[src/rtl/fir_channel_scheduler_if.sv]
// Handshake bundle between the frame-tick source, fir_channel_scheduler and the filter bank.
// The scheduler connects through the slave modport; the tick/filter side uses master.
interface fir_channel_scheduler_if #(
  parameter int unsigned NUM_CH = 4
);
  localparam int unsigned CW = $clog2(NUM_CH) + 1;

  logic              tick_i;
  logic [NUM_CH-1:0] ch_enable_i;
  logic [NUM_CH-1:0] done_i;
  logic              clear_i;
  logic [NUM_CH-1:0] start_o;
  logic [CW-1:0]     active_ch_o;
  logic              busy_o;
  logic              frame_done_o;
  logic [31:0]       frame_count_o;
  logic              overrun_o;
  logic              timeout_o;

  modport slave (
    input  tick_i, ch_enable_i, done_i, clear_i,
    output start_o, active_ch_o, busy_o, frame_done_o, frame_count_o, overrun_o, timeout_o
  );

  modport master (
    output tick_i, ch_enable_i, done_i, clear_i,
    input  start_o, active_ch_o, busy_o, frame_done_o, frame_count_o, overrun_o, timeout_o
  );
endinterface

[src/rtl/fir_channel_scheduler.sv]
// Delays each ADC frame tick, then starts every enabled FIR channel in index order, one at a time.
// Define SCHED_TIMEOUT_EN to abandon a channel whose done_i is absent for TIMEOUT_CYCLES cycles.
module fir_channel_scheduler #(
  parameter int unsigned NUM_CH         = 4,
  parameter int unsigned DELAY_CYCLES   = 100,
  parameter int unsigned TIMEOUT_CYCLES = 256
) (
  input  logic                   clk_i,
  input  logic                   reset,
  fir_channel_scheduler_if.slave bus
);
  localparam int unsigned CW = $clog2(NUM_CH) + 1;
  localparam int unsigned DW = (DELAY_CYCLES > 1) ? $clog2(DELAY_CYCLES) : 1;

  typedef enum logic [2:0] {
    S_IDLE,
    S_DELAY,
    S_ISSUE,
    S_WAIT,
    S_FINISH
  } state_e;

  state_e            state_q, state_d;
  logic [NUM_CH-1:0] pend_q, pend_d;
  logic [CW-1:0]     ch_q, ch_d;
  logic [DW-1:0]     dly_q, dly_d;
  logic [31:0]       frame_cnt_q, frame_cnt_d;
  logic              overrun_q, overrun_d;

  logic [NUM_CH-1:0] sel_mask;
  logic              done_hit;
  logic              accept;
  logic [CW:0]       pend_low;
  logic [CW:0]       en_low;

  // {found, index} of the lowest set bit
  function automatic logic [CW:0] lowest(input logic [NUM_CH-1:0] m);
    logic [CW:0] r;
    r = '0;
    for (int unsigned i = 0; i < NUM_CH; i++) begin
      if (m[i] && !r[CW]) r = {1'b1, CW'(i)};
    end
    return r;
  endfunction

  assign sel_mask = NUM_CH'(1) << ch_q;
  assign done_hit = |(bus.done_i & sel_mask);
  assign pend_low = lowest(pend_q);
  assign en_low   = lowest(bus.ch_enable_i);
  assign accept   = bus.tick_i && (state_q == S_IDLE || state_q == S_FINISH);

`ifdef SCHED_TIMEOUT_EN
  localparam int unsigned TW = (TIMEOUT_CYCLES > 1) ? $clog2(TIMEOUT_CYCLES) : 1;
  logic [TW-1:0] tmo_q, tmo_d;
  logic          timeout_q, timeout_d;
`else
  localparam int unsigned unused_timeout_cycles = TIMEOUT_CYCLES;
`endif

  always_comb begin
    state_d     = state_q;
    pend_d      = pend_q;
    ch_d        = ch_q;
    dly_d       = dly_q;
    frame_cnt_d = frame_cnt_q;
    overrun_d   = overrun_q & ~bus.clear_i;
`ifdef SCHED_TIMEOUT_EN
    tmo_d       = tmo_q;
    timeout_d   = timeout_q & ~bus.clear_i;
`endif

    unique case (state_q)
      S_IDLE: ;
      // The pending mask empties only when nothing was enabled, so the zero-count
      // exit is the empty-frame path and lands one cycle after the start slot.
      S_DELAY: begin
        if (dly_q == DW'(1) && pend_low[CW]) begin
          state_d = S_ISSUE;
          ch_d    = pend_low[CW-1:0];
        end else if (dly_q == '0) begin
          state_d = S_FINISH;
        end else begin
          dly_d = dly_q - DW'(1);
        end
      end
      S_ISSUE: begin
        pend_d  = pend_q & ~sel_mask;
        state_d = S_WAIT;
`ifdef SCHED_TIMEOUT_EN
        tmo_d   = '0;
`endif
      end
      S_WAIT: begin
        if (done_hit) begin
          state_d = pend_low[CW] ? S_ISSUE : S_FINISH;
          ch_d    = pend_low[CW] ? pend_low[CW-1:0] : ch_q;
`ifdef SCHED_TIMEOUT_EN
        end else if (tmo_q == TW'(TIMEOUT_CYCLES - 1)) begin
          timeout_d = 1'b1;
          state_d   = pend_low[CW] ? S_ISSUE : S_FINISH;
          ch_d      = pend_low[CW] ? pend_low[CW-1:0] : ch_q;
        end else begin
          tmo_d = tmo_q + TW'(1);
`endif
        end
      end
      S_FINISH: begin
        frame_cnt_d = frame_cnt_q + 32'd1;
        state_d     = S_IDLE;
      end
      default: state_d = S_IDLE;
    endcase

    if (accept) begin
      pend_d = bus.ch_enable_i;
      dly_d  = DW'(DELAY_CYCLES - 1);
      // A one-cycle delay leaves no room for a DELAY state before the start slot.
      if (DELAY_CYCLES == 1 && en_low[CW]) begin
        state_d = S_ISSUE;
        ch_d    = en_low[CW-1:0];
      end else begin
        state_d = S_DELAY;
      end
    end else if (bus.tick_i) begin
      overrun_d = 1'b1;
    end
  end

  always_ff @(posedge clk_i) begin
    if (reset) begin
      state_q     <= S_IDLE;
      pend_q      <= '0;
      ch_q        <= '0;
      dly_q       <= '0;
      frame_cnt_q <= '0;
      overrun_q   <= 1'b0;
`ifdef SCHED_TIMEOUT_EN
      tmo_q       <= '0;
      timeout_q   <= 1'b0;
`endif
    end else begin
      state_q     <= state_d;
      pend_q      <= pend_d;
      ch_q        <= ch_d;
      dly_q       <= dly_d;
      frame_cnt_q <= frame_cnt_d;
      overrun_q   <= overrun_d;
`ifdef SCHED_TIMEOUT_EN
      tmo_q       <= tmo_d;
      timeout_q   <= timeout_d;
`endif
    end
  end

  // Pulses are masked by reset so an aborted frame emits nothing in the reset cycle.
  assign bus.start_o       = (state_q == S_ISSUE && !reset) ? sel_mask : '0;
  assign bus.frame_done_o  = (state_q == S_FINISH) && !reset;
  assign bus.active_ch_o   = (state_q == S_ISSUE || state_q == S_WAIT) ? ch_q : '0;
  assign bus.busy_o        = (state_q != S_IDLE);
  assign bus.frame_count_o = frame_cnt_q;
  assign bus.overrun_o     = overrun_q;
`ifdef SCHED_TIMEOUT_EN
  assign bus.timeout_o     = timeout_q;
`else
  assign bus.timeout_o     = 1'b0;
`endif
endmodule

[src/flat_wrapper.sv]
// flat-port wrapper written by rule: the top's interface ports become plain ports
module fir_channel_scheduler_flat 
#(
  parameter int unsigned NUM_CH         = 4,
  parameter int unsigned DELAY_CYCLES   = 100,
  parameter int unsigned TIMEOUT_CYCLES = 256
)
  (clk_i, reset, bus_tick_i, bus_ch_enable_i, bus_done_i, bus_clear_i, bus_start_o, bus_active_ch_o, bus_busy_o, bus_frame_done_o, bus_frame_count_o, bus_overrun_o, bus_timeout_o);
  fir_channel_scheduler_if #(.NUM_CH(NUM_CH)) bus_i ();
  input  logic clk_i;
  input  logic reset;
  input wire logic [$bits(bus_i.tick_i)-1:0] bus_tick_i;
  input wire logic [$bits(bus_i.ch_enable_i)-1:0] bus_ch_enable_i;
  input wire logic [$bits(bus_i.done_i)-1:0] bus_done_i;
  input wire logic [$bits(bus_i.clear_i)-1:0] bus_clear_i;
  output wire logic [$bits(bus_i.start_o)-1:0] bus_start_o;
  output wire logic [$bits(bus_i.active_ch_o)-1:0] bus_active_ch_o;
  output wire logic [$bits(bus_i.busy_o)-1:0] bus_busy_o;
  output wire logic [$bits(bus_i.frame_done_o)-1:0] bus_frame_done_o;
  output wire logic [$bits(bus_i.frame_count_o)-1:0] bus_frame_count_o;
  output wire logic [$bits(bus_i.overrun_o)-1:0] bus_overrun_o;
  output wire logic [$bits(bus_i.timeout_o)-1:0] bus_timeout_o;
  assign bus_i.tick_i = bus_tick_i;
  assign bus_i.ch_enable_i = bus_ch_enable_i;
  assign bus_i.done_i = bus_done_i;
  assign bus_i.clear_i = bus_clear_i;
  assign bus_start_o = bus_i.start_o;
  assign bus_active_ch_o = bus_i.active_ch_o;
  assign bus_busy_o = bus_i.busy_o;
  assign bus_frame_done_o = bus_i.frame_done_o;
  assign bus_frame_count_o = bus_i.frame_count_o;
  assign bus_overrun_o = bus_i.overrun_o;
  assign bus_timeout_o = bus_i.timeout_o;
  fir_channel_scheduler #(.NUM_CH(NUM_CH), .DELAY_CYCLES(DELAY_CYCLES), .TIMEOUT_CYCLES(TIMEOUT_CYCLES)) u_core (.clk_i(clk_i), .reset(reset), .bus(bus_i));
endmodule
[config.mk]
export PLATFORM = sky130hd
export DESIGN_NAME = fir_channel_scheduler_flat
export DESIGN_NICKNAME = d
export VERILOG_FILES = /design/src/rtl/fir_channel_scheduler_if.sv /design/src/rtl/fir_channel_scheduler.sv /design/src/flat_wrapper.sv
export SDC_FILE = /design/constraint.sdc
export NUM_CORES = 1
export LEC_CHECK = 0
export ABC_AREA = 1
export CORE_MARGIN = 10
export CORE_UTILIZATION = 50
export CTS_BUF_LIST = sky130_fd_sc_hd__clkbuf_4
export CTS_CLUSTER_DIAMETER = 50
export DETAILED_ROUTE_END_ITERATION = 12
export PLACE_DENSITY_LB_ADDON = 0.12
export SLEW_MARGIN = 30
export SYNTH_ARGS = -nofsm -noshare
export SYNTH_HDL_FRONTEND = slang
export SYNTH_SLANG_ARGS = --single-unit
export TNS_END_PERCENT = 10
[constraint.sdc]
create_clock -name clk_i -period 1.7 [get_ports clk_i]
set_input_delay 0.255 -clock clk_i [delete_from_list [all_inputs] [get_ports clk_i]]
set_output_delay 0.255 -clock clk_i [all_outputs]
set_load 0.05 [all_outputs]
==> results of run 1 <==
final cells by class:
class                   count  share of cell area
repair buffers             65               0.178
flip-flops and latches     49               0.283
clock buffers               6              0.0128
multi-input cells         314               0.447
well taps                  70              0.0249
inverters                  49              0.0529
clock inverters             1             0.00107
where the power goes:
part           switching, W  internal [W]
Clock              0.000359      0.000167
Combinational      0.000514      0.000313
Sequential        0.0000879       0.00122
repair_timing:
action	CTS	global route
cloned	0	0
setup buffers	3	5
gates resized for setup	18	21
pin swaps	6	10
setup endpoints to repair	5	25
worst max-delay path, delay by kind of cell (launching register included):
| family | cells | cell delay (ns) |
|---|---|---|
| DFF | 1 | 0.44 |
| and+or+nand+nor | 3 | 0.37 |
| buffers and inverters | 2 | 0.29 |
routing by layer:
layer  global-route usage  share of wire
met3               0.0408          0.056
met5                    0              0
met4               0.0411          0.016
met1                0.172           0.42
met2                0.293           0.51
cell usage after synthesis (2+ instances only):
cell type / n / area share
xor2_1: 2 / 0.0065
xnor2_1: 3 / 0.0098
a21oi_1: 30 / 0.056
nor2_4: 7 / 0.029
dfxtp_1: 49 / 0.37
ha_1: 3 / 0.014
nand4_1: 10 / 0.023
nor3_1: 7 / 0.013
o21bai_1: 2 / 0.0056
buf_4: 2 / 0.0056
nand2_1: 97 / 0.14
o21ai_0: 18 / 0.034
nand2_2: 4 / 0.0093
nor2_2: 6 / 0.014
nor2_1: 92 / 0.13
clkbuf_1: 5 / 0.0070
nand3_1: 24 / 0.045
inv_1: 48 / 0.067
sequential cells by signal, summed over array words and instances (netlist names):
register / count
u_core.bus.frame_count_o: 32
u_core.ch_q: 2
u_core.state_q: 3
u_core.pend_q: 4
u_core.dly_q: 7
u_core.bus.overrun_o: 1
metrics by stage:
step                hold slack, ns  area [um^2]  total power [W]
floorplan                    0.398         2690          0.00184
global placement             0.452         3290          0.00202
detailed placement           0.467         3290          0.00204
CTS                          0.487         3410          0.00259
global route                 0.505         3520          0.00284
finish                       0.480         3520          0.00266
final timing paths:
path	from	endpoint	slack, ns	cells after the start
min reg2reg	u_core.bus.overrun_o	u_core.bus.overrun_o	0.48	2
max	u_core.ch_q[1]	bus_start_o[2]	-0.009	5
min	u_core.bus.overrun_o	u_core.bus.overrun_o	0.48	2
max reg2reg	u_core.dly_q[0]	u_core.state_q[0]	0.13	9
cell families after synthesis:
family	Yosys count	synth area share
compound gates	51	0.0981
xor+xnor	5	0.0164
fa+ha+maj	3	0.0140
buf+inv	58	0.0873
flops	49	0.366
other cells	1	0.00140
simple gates	253	0.417
==> impl_results.md, run 1 <==
- Placed cells: 539
- Grt ovf: 0
- Synthesized area per cell: 6.38 um^2
- Final setup fails: 1
- Nets: 499
- DR vias/cell: 5.08
- Critical Path Fanout Max: 4
- Antenna Nets Post-Route: 0
- Critical Path AT: 1.45 ns
- LEAKAGE: 1.46 nW
- FF+latch area: 997 um^2
- Clock buffer depth: 2
- Commonest non-fill, non-tap cell in the layout: nand2_1
- RSZ-0062 raised after global routing: yes
- TritonRoute pass-1 iters: 4
- CTS tree: done
- Die area: 0.00869 mm^2
- Primary FF master, synth: dfxtp_1
- Initial antenna violation count: 0
- Count of warnings emitted by yosys: 0
- P per Cell Area: 756 mW/mm^2
- Total CTS buffers: 5
- Rows: 26
- Die outline height: 93.2 um
- Pin count of the biggest net entering global routing: 22
- Post-route setup TNS: -0.00940 ns
- CP cell instances: inv_1 -> nor2_2 -> nand2_2 -> nor2_4 -> buf_12
- #FFs+latches synth: 49
- Unique masters post-synth: 29
- Vias in the first global route: 2682
- Initial core utilization: 0.521
- Gpl congestion: 0.916
- Core Region: 0.00514 mm^2
- Critical path type: reg -> out
- Share of cells above drive strength 1: 0.221
- CTS H-tree depth: 2
- DRT iter0 DRCs: 93
- Via count: 2813
- Hold Crit Class: reg -> reg
- Max cap viols: 0
- DR WL/cell: 12.7 um
- DP Worst Slack: 0.0290 ns
- Post-synthesis instance total: 420
- Commonest cells after routing, fill and taps aside: nand2_1 (93), nor2_1 (82), inv_1 (47), buf_4 (45), dfxtp_1 (40)
- Clock sink count: 49
- Worst IR drop on VDD: 0.404 mV
- Slew Viols, Final: 0
- CP max stage cell: dfxtp_1
- CTS Root Buffer Type: clkbuf_4
- Worst EP required: 1.44 ns
- Register area share after synthesis: 0.366
- Skew final: 0.00554 ns
- Setup WS post-layout: -0.00940 ns
- Finished Layout Cells: 554
- First-pass GRT wire length: 11700 um
- PortBufs: 52
- Die width: 93.2 um
- Total wire length: 7050 um
- Area growth syn-to-layout: 31.5%
- Critical path endpoint category: output pin
- Dpl hpwl: 5210 um
- Antenna Cells: 0
- Async SR Flop Fraction: 0
- CTS Hold Bufs: 0
- Status: finished with violations
- Highest clock rate: 585 MHz
- Startpoint types: flop
- I/O Pins: 55
- Post-synth EDFFs: 0
- Violated checks: setup timing
- Final Hold Vio Count: 0
- Fillers: 461
- DRC: 0
- Multi-input gate area: 0.00158 mm^2
- Max stage delay on crit path: 0.44 ns
- Clock latency on the worst-skew pair: 0.35 ns
- Fin util: 0.685
- Period utilization: 1.01
- Register clock-pin slew on the reported worst setup and hold paths: 0.14 ns
- Gr usage total: 0.158
- Mapped Area: 0.00268 mm^2
- Period minus WS final: 1.71 ns
Note: power is estimated with default switching activity, not from simulation.
==> run 2, diff against run 1 <==
CELL_PAD_IN_SITES_DETAIL_PLACEMENT = 1   (was default)
CELL_PAD_IN_SITES_GLOBAL_PLACEMENT = 1   (was default)
CORE_UTILIZATION = 37   (was 50)
==> run 2 against run 1 <==
Non-clock buffer count up 2. Critical endpoint unchanged. First-iteration DRC count shrank 13%. Global-route usage decreased by 0.93 points. The flow still finishes with violations (setup timing). Combinational power is 6.3% higher.
==> impl_results.md, run 2 (synthesized netlist as in run 1, its figures left out) <==
- Status: finished with violations
- Violated checks: setup timing
- Met2 usage: 0.266
- Max reg flops: 32
- Met1 usage: 0.173
- Min-delay src: bus_tick_i
- Critical Path Fanout Max: 5
- Max stage delay on crit path: 0.36 ns
- Area growth syn-to-layout: 34.8%
- Net Sw Frac: 0.356
- Vias in the first global route: 2943
- Gr usage total: 0.148
- Antenna Nets Post-Route: 0
- CTS H-tree depth: 2
- Critical R2R Launch: u_core.state_q[1]
- Sw power: 0.00103 W
- Die area: 0.0110 mm^2
- Critical Path AT: 1.47 ns
- CP cell instances: inv_2 -> nand2_4 -> nor2_4 -> nand2_2 -> nor2_4 -> buf_12
- Comb pwr share: 0.304
- Crit path from: u_core.state_q[2]
- CTS tree: done
- Hold Crit Class: in -> reg
- Period minus WS final: 1.72 ns
- GRT met3 Usage: 0.0338
- Clock buffer depth: 2
- Slew Viols, Final: 0
- Final setup fails: 4
- Period utilization: 1.01
- Multi-input gate area: 0.00159 mm^2
- Final Hold Vio Count: 0
- CP Buf/Inv Count: 2
- Grt ovf: 0
- Commonest non-fill, non-tap cell in the layout: nand2_1
- P per Cell Area: 799 mW/mm^2
- Antenna Cells: 0
- TritonRoute pass-1 iters: 4
- FF+latch area: 996 um^2
- Total CTS buffers: 5
- Highest clock rate: 581 MHz
- Critical path type: reg -> out
- Most frequent CP cell: nor2_4
- Worst IR drop on VDD: 0.371 mV
- Initial core utilization: 0.388
- Critical path endpoint category: output pin
- Commonest cells after routing, fill and taps aside: nand2_1 (93), nor2_1 (81), inv_1 (46), buf_4 (46), dfxtp_1 (41)
- Clock latency on the worst-skew pair: 0.37 ns
- Setup WS post-layout: -0.0223 ns
- LEAKAGE: 1.48 nW
- Pin count of the biggest net entering global routing: 31
- Max cap viols: 0
- DRC: 0
- Skew final: 0.0183 ns
- Worst EP required: 1.44 ns
- Total wire length: 8410 um
- Busiest grt layer: met2
- Dpl hpwl: 6340 um
- RSZ-0062 raised after global routing: yes
- Via count: 2856
- Slew @ Worst Pin: 0.641 ns
- Core Region: 0.00691 mm^2
- Share of cells above drive strength 1: 0.228
- DR WL/cell: 14.4 um
- Seq pwr share: 0.451
- CP max stage cell: dfxtp_2
- DRT iter0 DRCs: 81
- Clock share of power: 0.245
- CP delay by family, top: simple AND/OR/NAND/NOR gates
- Rows: 30
- Register clock-pin slew on the reported worst setup and hold paths: 0.16 ns
- Initial antenna violation count: 0
- First-pass GRT wire length: 14000 um
- DR vias/cell: 4.90
- Die outline height: 105 um
- Power Total: 0.00289 W
- Clock sink count: 49
- Startpoint types: flop
- Die width: 105 um
- CTS Root Buffer Type: clkbuf_4
- Gpl congestion: 0.759
- Fin util: 0.523
- Internal Pwr Total: 0.00186 W
- Max_slew headroom: 0.572
- PortBufs: 52
- Fillers: 955
- WHS: 0.455 ns
- Nets: 501
- I/O Pins: 55
[run 2: cell types whose count changed in the layout (fill, tap and decap cells not counted), moves of 2 or more]
cell     change
nor2_2       -2
inv_2        +2
nor2_4       +3
nand3_2      +2
[run 2: cell type report]
class / count / area share
Clock buffer: 5 / 0.0104
Clock inverter: 3 / 0.0114
Inverter: 49 / 0.0509
Multi-Input combinational cell: 314 / 0.439
Sequential cell: 49 / 0.276
Tap cell: 96 / 0.0333
Timing Repair Buffer: 67 / 0.179
[run 2: path summary, 6_finish.rpt]
check | endpoint | slack, ns | cells after the start
worst min register to register | u_core.pend_q[0] | 0.48 | 2
worst max-delay path | bus_start_o[2] | -0.02 | 6
worst max register to register | u_core.bus.frame_count_o[31] | 0.07 | 9
worst min-delay path | u_core.bus.overrun_o | 0.45 | 3
[run 2: through the flow]
step	cells	instance area [um^2]	setup WS, ns	TNS [ns]
CTS	581	3520	-0.0284	-0.124
detailed placement	569	3350	0.0452	0
floorplan	421	2690	-0.0437	-0.0809
finish	583	3610	-0.0223	-0.0276
global route	583	3610	-0.132	-0.855
global placement	569	3350	0.0630	0
[run 2: timing repair]
action,4_1_cts,5_1_grt
setup endpoints to repair,7,24
pin swaps,5,8
hold buffers,0,0
endpoints found under the hold margin,0,0
gates resized for setup,21,21
buffers inserted,4,2
[run 2: power by group through the flow]
stage	Combinational, W	Clock [W]	Sequential [W]
after CTS	0.000820	0.000726	0.00130
after global placement	0.000749	0	0.00131
after detailed placement	0.000772	0	0.00131
after floorplan	0.000525	0	0.00132
final	0.000878	0.000706	0.00130
after global routing	0.000971	0.000778	0.00132
[run 2: tightest hold or removal path: stages]
cell,delay [ns]
clkdlybuf4s50_1,0.42
nand2_1,0.07
a21oi_1,0.05
[run 2: routing by layer]
metal	up-vias	routed length (um)
li1	1456	-
met1	1336	3690
met2	56	4290
met3	8	311
met4	0	121
met5	-	0
